**src/rtl/agc_pkg.sv**
```systemverilog
// agc_pkg: shared state encoding and elaboration-time helpers for the AGC
// gain controller (agc_gain_ctrl, agc_sat_step).
package agc_pkg;

    typedef enum logic [1:0] {
        ST_TRACK  = 2'd0,
        ST_ATTACK = 2'd1,
        ST_HOLD   = 2'd2
    } agc_state_t;

    localparam int CLIP_CNT_W = 16;

    // Upper dead-band edge; caller guarantees no overflow at NBITS.
    function automatic logic [31:0] band_hi(input logic [31:0] target,
                                            input logic [31:0] hyst);
        return target + hyst;
    endfunction

    // Lower dead-band edge; caller guarantees target >= hyst.
    function automatic logic [31:0] band_lo(input logic [31:0] target,
                                            input logic [31:0] hyst);
        return target - hyst;
    endfunction

    // The unused encoding 3 behaves as TRACK.
    function automatic agc_state_t decode_state(input logic [1:0] raw);
        case (raw)
            2'd1:    return ST_ATTACK;
            2'd2:    return ST_HOLD;
            default: return ST_TRACK;
        endcase
    endfunction

endpackage

```
**src/rtl/agc_sat_step.sv**
```systemverilog
// agc_sat_step: combinational gain +/- step with saturation to [GMIN, GMAX].
// Arithmetic is one bit wider than the gain so carry/borrow is visible and
// the result never wraps.
module agc_sat_step #(
    parameter int               GBITS = 8,
    parameter logic [GBITS-1:0] GMIN  = '0,
    parameter logic [GBITS-1:0] GMAX  = '1
) (
    input  logic [GBITS-1:0] gain,
    input  logic [GBITS-1:0] step,
    input  logic             up,
    output logic [GBITS-1:0] result
);

    logic [GBITS:0] ext;

    // Widened add/sub, then clamp on carry/borrow or limit excursion.
    always_comb begin
        ext    = up ? ({1'b0, gain} + {1'b0, step}) : ({1'b0, gain} - {1'b0, step});
        result = ext[GBITS-1:0];
        if (ext[GBITS]) begin
            result = up ? GMAX : GMIN;
        end else if (ext[GBITS-1:0] > GMAX) begin
            result = GMAX;
        end else if (ext[GBITS-1:0] < GMIN) begin
            result = GMIN;
        end
    end

endmodule

```
**src/rtl/agc_gain_ctrl.sv**
```systemverilog
// agc_gain_ctrl: closed-loop gain controller. Fast attack on clip, hold-off
// for HOLD_COUNT strobes, then slow tracking toward the TARGET window.
// Optional build macro AGC_CLIP_COUNT_EN adds a saturating clip_count output.
//
// state  | meaning
// -------+-----------------------------------------------------------
// TRACK  | nudge gain by TRACK_STEP when average leaves the dead band
// ATTACK | clip seen on the last strobe; gain cut by ATTACK_STEP
// HOLD   | gain frozen, counting down hold_cnt strobes before TRACK
module agc_gain_ctrl
    import agc_pkg::*;
#(
    parameter int               NBITS       = 16,
    parameter int               GBITS       = 8,
    parameter logic [NBITS-1:0] TARGET      = 16'h2000,
    parameter logic [NBITS-1:0] HYST        = 16'h0400,
    parameter logic [NBITS-1:0] CLIP_LEVEL  = 16'h7000,
    parameter int               ATTACK_STEP = 8,
    parameter int               TRACK_STEP  = 1,
    parameter int               HOLD_COUNT  = 64,
    parameter logic [GBITS-1:0] GAIN_INIT   = 8'h40,
    parameter logic [GBITS-1:0] GAIN_MIN    = 8'h01,
    parameter logic [GBITS-1:0] GAIN_MAX    = 8'hFF
) (
    input  logic             clk,
    input  logic             rst,
    input  logic             next,
    input  logic [NBITS-1:0] average,
    input  logic [NBITS-1:0] max_val,
    output logic [GBITS-1:0] gain,
    output logic             gain_valid,
    output logic             clip,
    output logic [1:0]       state_o
`ifdef AGC_CLIP_COUNT_EN
    ,
    output logic [CLIP_CNT_W-1:0] clip_count
`endif
);

    localparam logic [NBITS-1:0] BAND_HI   = NBITS'(band_hi(32'(TARGET), 32'(HYST)));
    localparam logic [NBITS-1:0] BAND_LO   = NBITS'(band_lo(32'(TARGET), 32'(HYST)));
    localparam logic [GBITS-1:0] ATK_STEP  = GBITS'(ATTACK_STEP);
    localparam logic [GBITS-1:0] TRK_STEP  = GBITS'(TRACK_STEP);
    localparam logic [15:0]      HOLD_INIT = 16'(HOLD_COUNT);

    agc_state_t       state;
    logic [15:0]      hold_cnt;
    logic             clip_hit;
    logic             above;
    logic             below;
    logic [GBITS-1:0] step_sel;
    logic [GBITS-1:0] step_res;

    assign clip_hit = (max_val >= CLIP_LEVEL);
    assign above    = (average > BAND_HI);
    assign below    = (average < BAND_LO);
    assign step_sel = clip_hit ? ATK_STEP : TRK_STEP;
    assign state_o  = state;

    agc_sat_step #(
        .GBITS (GBITS),
        .GMIN  (GAIN_MIN),
        .GMAX  (GAIN_MAX)
    ) u_sat_step (
        .gain   (gain),
        .step   (step_sel),
        .up     (!clip_hit && below),
        .result (step_res)
    );

    // Main FSM: state, gain, hold counter and registered status outputs.
    always_ff @(posedge clk) begin
        if (rst) begin
            state      <= ST_TRACK;
            gain       <= GAIN_INIT;
            gain_valid <= 1'b0;
            clip       <= 1'b0;
            hold_cnt   <= '0;
        end else begin
            gain_valid <= 1'b0;
            if (next) begin
                if (clip_hit) begin
                    state      <= ST_ATTACK;
                    clip       <= 1'b1;
                    gain       <= step_res;
                    gain_valid <= (step_res != gain);
                    hold_cnt   <= HOLD_INIT;
                end else begin
                    case (decode_state(state))
                        ST_ATTACK: begin
                            state <= ST_HOLD;
                            clip  <= 1'b0;
                        end
                        ST_HOLD: begin
                            if (hold_cnt <= 16'd1) begin
                                state    <= ST_TRACK;
                                hold_cnt <= '0;
                            end else begin
                                hold_cnt <= hold_cnt - 16'd1;
                            end
                        end
                        default: begin
                            state <= ST_TRACK;
                            clip  <= 1'b0;
                            if (above || below) begin
                                gain       <= step_res;
                                gain_valid <= (step_res != gain);
                            end
                        end
                    endcase
                end
            end
        end
    end

`ifdef AGC_CLIP_COUNT_EN
    // Count entries into ATTACK only; repeated clips while in ATTACK don't count.
    always_ff @(posedge clk) begin
        if (rst) begin
            clip_count <= '0;
        end else if (next && clip_hit && (state != ST_ATTACK) && (clip_count != '1)) begin
            clip_count <= clip_count + 1'b1;
        end
    end
`endif

endmodule

```
**config.mk**
```make
export PLATFORM = sky130hd
export DESIGN_NAME = agc_gain_ctrl
export DESIGN_NICKNAME = d
export VERILOG_FILES = /design/src/rtl/agc_pkg.sv /design/src/rtl/agc_sat_step.sv /design/src/rtl/agc_gain_ctrl.sv
export SDC_FILE = /design/constraint.sdc
export NUM_CORES = 1
export LEC_CHECK = 0
export ABC_CLOCK_PERIOD_IN_PS = 4400
export CELL_PAD_IN_SITES_DETAIL_PLACEMENT = 1
export CELL_PAD_IN_SITES_GLOBAL_PLACEMENT = 2
export CORE_ASPECT_RATIO = 1.2
export CORE_MARGIN = 2
export CORE_UTILIZATION = 29
export DETAILED_ROUTE_END_ITERATION = 8
export GPL_TIMING_DRIVEN = 0
export PLACE_DENSITY_LB_ADDON = 0.08
export REMOVE_ABC_BUFFERS = 1
export SETUP_SLACK_MARGIN = 0.3
export SYNTH_ARGS = -nofsm -noshare
export SYNTH_HDL_FRONTEND = slang
export SYNTH_SLANG_ARGS = --single-unit
```
**constraint.sdc**
```tcl
create_clock -name clk -period 4.4 [get_ports clk]
set_input_delay 1.1 -clock clk [delete_from_list [all_inputs] [get_ports clk]]
set_output_delay 1.1 -clock clk [all_outputs]
set_load 0.02 [all_outputs]
```
Word-level counts from Yosys, hierarchy flattened
Cells that the tools add are included.
- bits in registers: 28
- bits in latches: 0
- bits in writable memories: 0
- bits in read-only memories: 0
- word-level logic and storage cells: 58
- memories: 0
- add/sub/neg operators: 3
- multiply operators: 0
- div/mod/pow operators: 0
- $lt $le $gt $ge: 6
- equality and inequality tests: 8
- shift-type cells: 0
- multiplexer cells: 24
- bitwise logic cells: 1
- reductions and logical operators: 11
- operator list (cell ; count):
    $mux 8 ; 7
    $mux 16 ; 3
    $ge 16x15->1 const B ; 1
    $gt 16x14->1 const B ; 1
    $le 16x1->1 const B ; 1
    $lt 16x13->1 const B ; 1
    $sub 16x1->16 const B ; 1
    $mux 2 ; 5
    $add 8x4->9 ; 1
    $mux 9 ; 1
    $sub 8x4->9 ; 1
    $gt 8x8->1 const B ; 1
    $lt 8x1->1 const B ; 1
    $ne 8x8->1 ; 1
    $pmux 2 s2 ; 2
    $reduce_and 2->1 ; 3
    $mux 1 ; 5
    $eq 2x1->1 const B ; 2
    $eq 2x2->1 const B ; 2
    $mux 4 ; 1
    $reduce_bool 2->1 ; 2
    $reduce_or 2->1 ; 2
    $ne 3x3->1 const B ; 1
    $reduce_and 3->1 ; 1
    other kinds (6) ; 6

Depth between registers and ports, before layout
- depth after elaboration: 12
- depth in mapped cells: 15
- gate-level depth less buffers: 13

Hierarchy
A second synthesis with hierarchy kept.
- cells, all modules: 266
- area, all modules: 2178.3 um2
- modules (own cells, without submodules) (module ; times used ; cells an instance ; area an instance (um2)):
    agc_gain_ctrl ; 1 ; 184 ; 1590.3
    agc_sat_step ; 1 ; 82 ; 588.1

Worst setup path before layout
Ideal clock, no wire load.
- path type: in2reg
- start point: input average[14]
- end point: register gain_valid
- setup time: 0.122 ns
- arrival time: 4.003 ns
- required time: 4.278 ns
- setup slack: 0.275 ns
- stages: 15
- path buffers: 2
- cells stage by stage: or3_1 -> a31oi_1 -> and2_1 -> buf_4 -> inv_2 -> ha_1 -> buf_6 -> a211o_1 -> a31oi_1 -> a211oi_1 -> a2111oi_4 -> and4b_1 -> o31a_1 -> o211ai_1 -> o311a_1
- longest elaborated chain between the ends: 11
- ends and longest elaborated chain (item ; RTL line ; source):
    from (decl) ; agc_gain_ctrl.sv:28 ; input logic [NBITS-1:0] average,
    $lt 16x13->1 ; agc_gain_ctrl.sv:56 ; assign below = (average < BAND_LO);
    $logic_and 1x1->1 ; agc_gain_ctrl.sv:67 ; .up (!clip_hit && below),
    $mux 9 ; agc_sat_step.sv:19 ; ext = up ? ({1'b0, gain} + {1'b0, step}) : ({1'b0, gain} - {1'b0, step});
    $lt 8x1->1 ; agc_sat_step.sv:25 ; end else if (ext[GBITS-1:0] < GMIN) begin
    $mux 8 ; agc_sat_step.sv:25 ;
    $mux 8 ; agc_sat_step.sv:23 ; end else if (ext[GBITS-1:0] > GMAX) begin
    $mux 8 ; agc_sat_step.sv:21 ; if (ext[GBITS]) begin
    $ne 8x8->1 ; agc_gain_ctrl.sv:86, agc_gain_ctrl.sv:107 ;
    $mux 1 ; agc_gain_ctrl.sv:105 ; if (above || below) begin
    $mux 1 ; agc_gain_ctrl.sv:89 ; case (decode_state(state))
    $mux 1 (*) ; agc_gain_ctrl.sv:82 ; if (clip_hit) begin
    to (signal assigned) ; agc_gain_ctrl.sv:86 ; gain_valid <= (step_res != gain);
    to (signal assigned) ; agc_gain_ctrl.sv:107 ; gain_valid <= (step_res != gain);
    to (decl) ; agc_gain_ctrl.sv:31 ; output logic gain_valid,
Every way passes the cells marked *; elsewhere a longest branch is shown, timed or not.
A chain may end at the register's enable or synchronous reset.

Final worst setup path
- start point: input average[12]
- end point: register gain_valid
Same word-level chain as after synthesis.

==> flow_summary.toml <==
[critical_path]
cpMostUsedCell = "buf_4"
crit_fanout = 5
required_ps = 4570
r2r_start = "gain[0]"
cp_cell_sequence = "clkdlybuf4s50_1 > a31oi_4 > and2_4 > inv_8 > ha_4 > buf_4 > a211o_1 > a31oi_4 > and3_4 > a2111oi_4 > buf_4 > buf_4 > buf_4 > o221ai_1 > o211ai_1 > o311a_1"
critical_path_arrival_ps = 4240
worstSetupPathType = "in2reg"
path_buf_inv = 6
path_delay_family = "compound AO/OA/AOI/OAI gates"
crit_path_top_delay_cell = "clkdlybuf4s50_1"
reg2regPathDepth = 10
crit_path_end_kind = "flip-flop"
rr_endpoint = "gain_valid"
regToRegSetupSlack_ps = 1470
cp-start-kind = "input pin"
cp_slowest_stage_delay_ps = 470

[detailed_routing]
antenna_left = 0
wl_per_cell_um = 15.6
viasPerCell = 5.23
first_pass_iters = 4
wl_um = 6070
drc = 0
drt_iter0_markers = 37
vias = 2041

[synth]
syn_area_um2 = 2040
avgSynthCellArea_um2 = 8.07
synth.distinct_cells = 55
synth-edff-count = 0
seq_area_frac_synth_pct = 27.5
async_reset_ff_share_pct = 0
synth_cells = 253
yosys_warnings = 0
synth_ff_type = "dfxtp_1"
ys_seq_elements = 28

[flow_run]
max-cap-violations = 0

[hold_path]
worstHoldEndpoint = "clip"
worstHoldPathCells = 2
min_from = "clip"
hold_class = "reg2reg"

[sta]
worst_pin_slew_ps = 1260
skew_ps = 4.12
slew_headroom_pct = 15.7
slew_viol_final = 0
hold_ws_ps = 501
layout_min_cycle_time_ps = 4070
rsz0062_at_grt = "no"
finalSetupViolations = 0
period_share_pct = 92.4
hold_violations = 0
fmax_ghz = 0.246

[layout]
num-fill-cells = 821
area_delta_synth_final_pct = 41.0
fin_nets = 353
drive_gt1_share_pct = 20.8
regArea_um2 = 561
final_common_cell = "nor2_1"
multi_input_area_um2 = 1590
antennaDiodeCount = 0
layout_common_cells = "nor2_1 (34), dfxtp_1 (28), clkdlybuf4s50_1 (26)"

[floorplan]
die_w_um = 80.6
core_um2 = 6810
io_pins = 47
row_count = 33
design.die.area_um2 = 7730
die_y_um = 95.9
start_util_pct = 30.0

[clock_tree]
cts-buffers-inserted = 3
clock_latency_ps = 280
cts_tree = "built"
clkTransAtPathRegs_ps = 100
cts_hold_buf = 0
cts.sinks = 28
cts-root-to-sink-buffers = 2
cts-root-buf = "clkbuf_8"
htree_levels = 1

[global_routing]
overflow = 0
grt_pass1_wl_um = 9800
grt_max_degree = 17
antenna_found_initial = 0
grtUsageTotal_pct = 15.9
grt_pass1_vias = 2066

[power]
p_sw_uw = 437
p_int_uw = 683
peakVddDrop_mv = 0.195
power_frac_clock_pct = 18.4
leakagePower_nw = 1.11
combPwrFrac_pct = 52.6
p_total_mw = 1.12
p_sw_share_pct = 39.0
powerDensity_nw_per_um2 = 390
seq_power_share_pct = 29.0

[placed_design]
gp_congestion = 0.718
dp_hpwl_um = 4470
port_buffers = 34

[outcome]
status = "finished, final reports clean"
## cells by family (layout without fill, tap and decap cells)
group,Yosys count,count (layout),share of synthesized area [%]
multiplexers,2,2,1.04
adder cells (fa/ha/maj),18,18,10.9
XOR/XNOR,16,16,6.87
AO/OA/AOI/OAI,72,72,24.8
buffers and inverters,24,74,4.97
AND/OR/NAND/NOR,93,93,24.0
flip-flops,28,28,27.5
## final cells by class
class | count | area share [%]
clock buffers | 3 | 1.44
clock inverters | 1 | 1.04
inverters | 19 | 2.83
multi-input cells | 201 | 55.1
flip-flops and latches | 28 | 19.5
well taps | 87 | 3.78
repair buffers | 51 | 16.3
## power groups by stage
stage	registers (mW)	logic (mW)	clock network [mW]
2_1_floorplan	0.333	0.329	0
3_3_place_gp	0.328	0.473	0
3_5_place_dp	0.328	0.475	0
4_1_cts	0.324	0.542	0.214
5_1_grt	0.331	0.651	0.225
6_report	0.325	0.590	0.206
## worst register-to-register path: stages (launching register included)
cell	delay [ps]
dfxtp_1	400
ha_1	270
fa_2	390
a21oi_4	210
nor2_4	90
o311a_1	390
o21ai_4	250
nand2_2	120
nor4_2	220
o211ai_1	140
o311a_1	350
## synthesized netlist by cell type (4+ instances only)
library cell,number,share of area [%]
maj3_1,4,2.0
a31oi_1,4,1.2
o21ai_0,9,2.2
xor2_1,7,3.0
nor2_1,36,6.6
a21oi_1,23,5.6
nor3_1,5,1.2
dfxtp_1,28,27
inv_1,17,3.1
nand3_1,5,1.2
xnor2_1,9,3.9
or3_1,5,1.5
o211ai_1,5,1.8
nor4_1,8,2.5
nand2_1,17,3.1
ha_1,13,8.0
a211oi_1,4,1.5
o311a_1,4,2.0
## what timing repair did
action                                  4_1_cts  5_1_grt
pin swaps                                    10       14
buffers inserted                             11        6
resized for setup                            28       33
cloned                                        0        0
endpoints found under the setup margin        9        3
## through the flow
stage / worst slack [ps] / cells / area (µm²) / util, % / TNS, ps
4_1_cts: 320 / 384 / 2710 / 39.8 / 0
3_5_place_dp: -778 / 369 / 2460 / 36.1 / -3960
5_1_grt: 268 / 390 / 2880 / 42.2 / 0
2_1_floorplan: 183 / 248 / 2010 / - / 0
6_report: 334 / 390 / 2880 / 42.2 / 0
3_3_place_gp: -866 / 369 / 2460 / 36.1 / -4770
## worst max-delay path by stage
stage,start,endpoint,slack [ps],depth (start not counted)
CTS,average[15],gain_valid,320,15
floorplan,average[14],gain_valid,180,13
finish,average[12],gain_valid,330,16
global route,average[13],gain_valid,270,15
global placement,average[14],gain_valid,-870,14
detailed placement,average[14],gain_valid,-780,14
## state kept, by name, summed over array words and instances, names as in the netlist
name and flops:
hold_cnt 16, gain 8, state_o 2, clip 1, gain_valid 1
## per-layer routing
metal	track usage [%]	up-vias	routed length, µm
met1	18.9	1004	2540
met3	1.03	4	46
met2	30.1	8	3410
li1	-	1025	-
met5	0	-	0
met4	5.37	0	75
No activity file was read; power rests on OpenSTA's default activity.
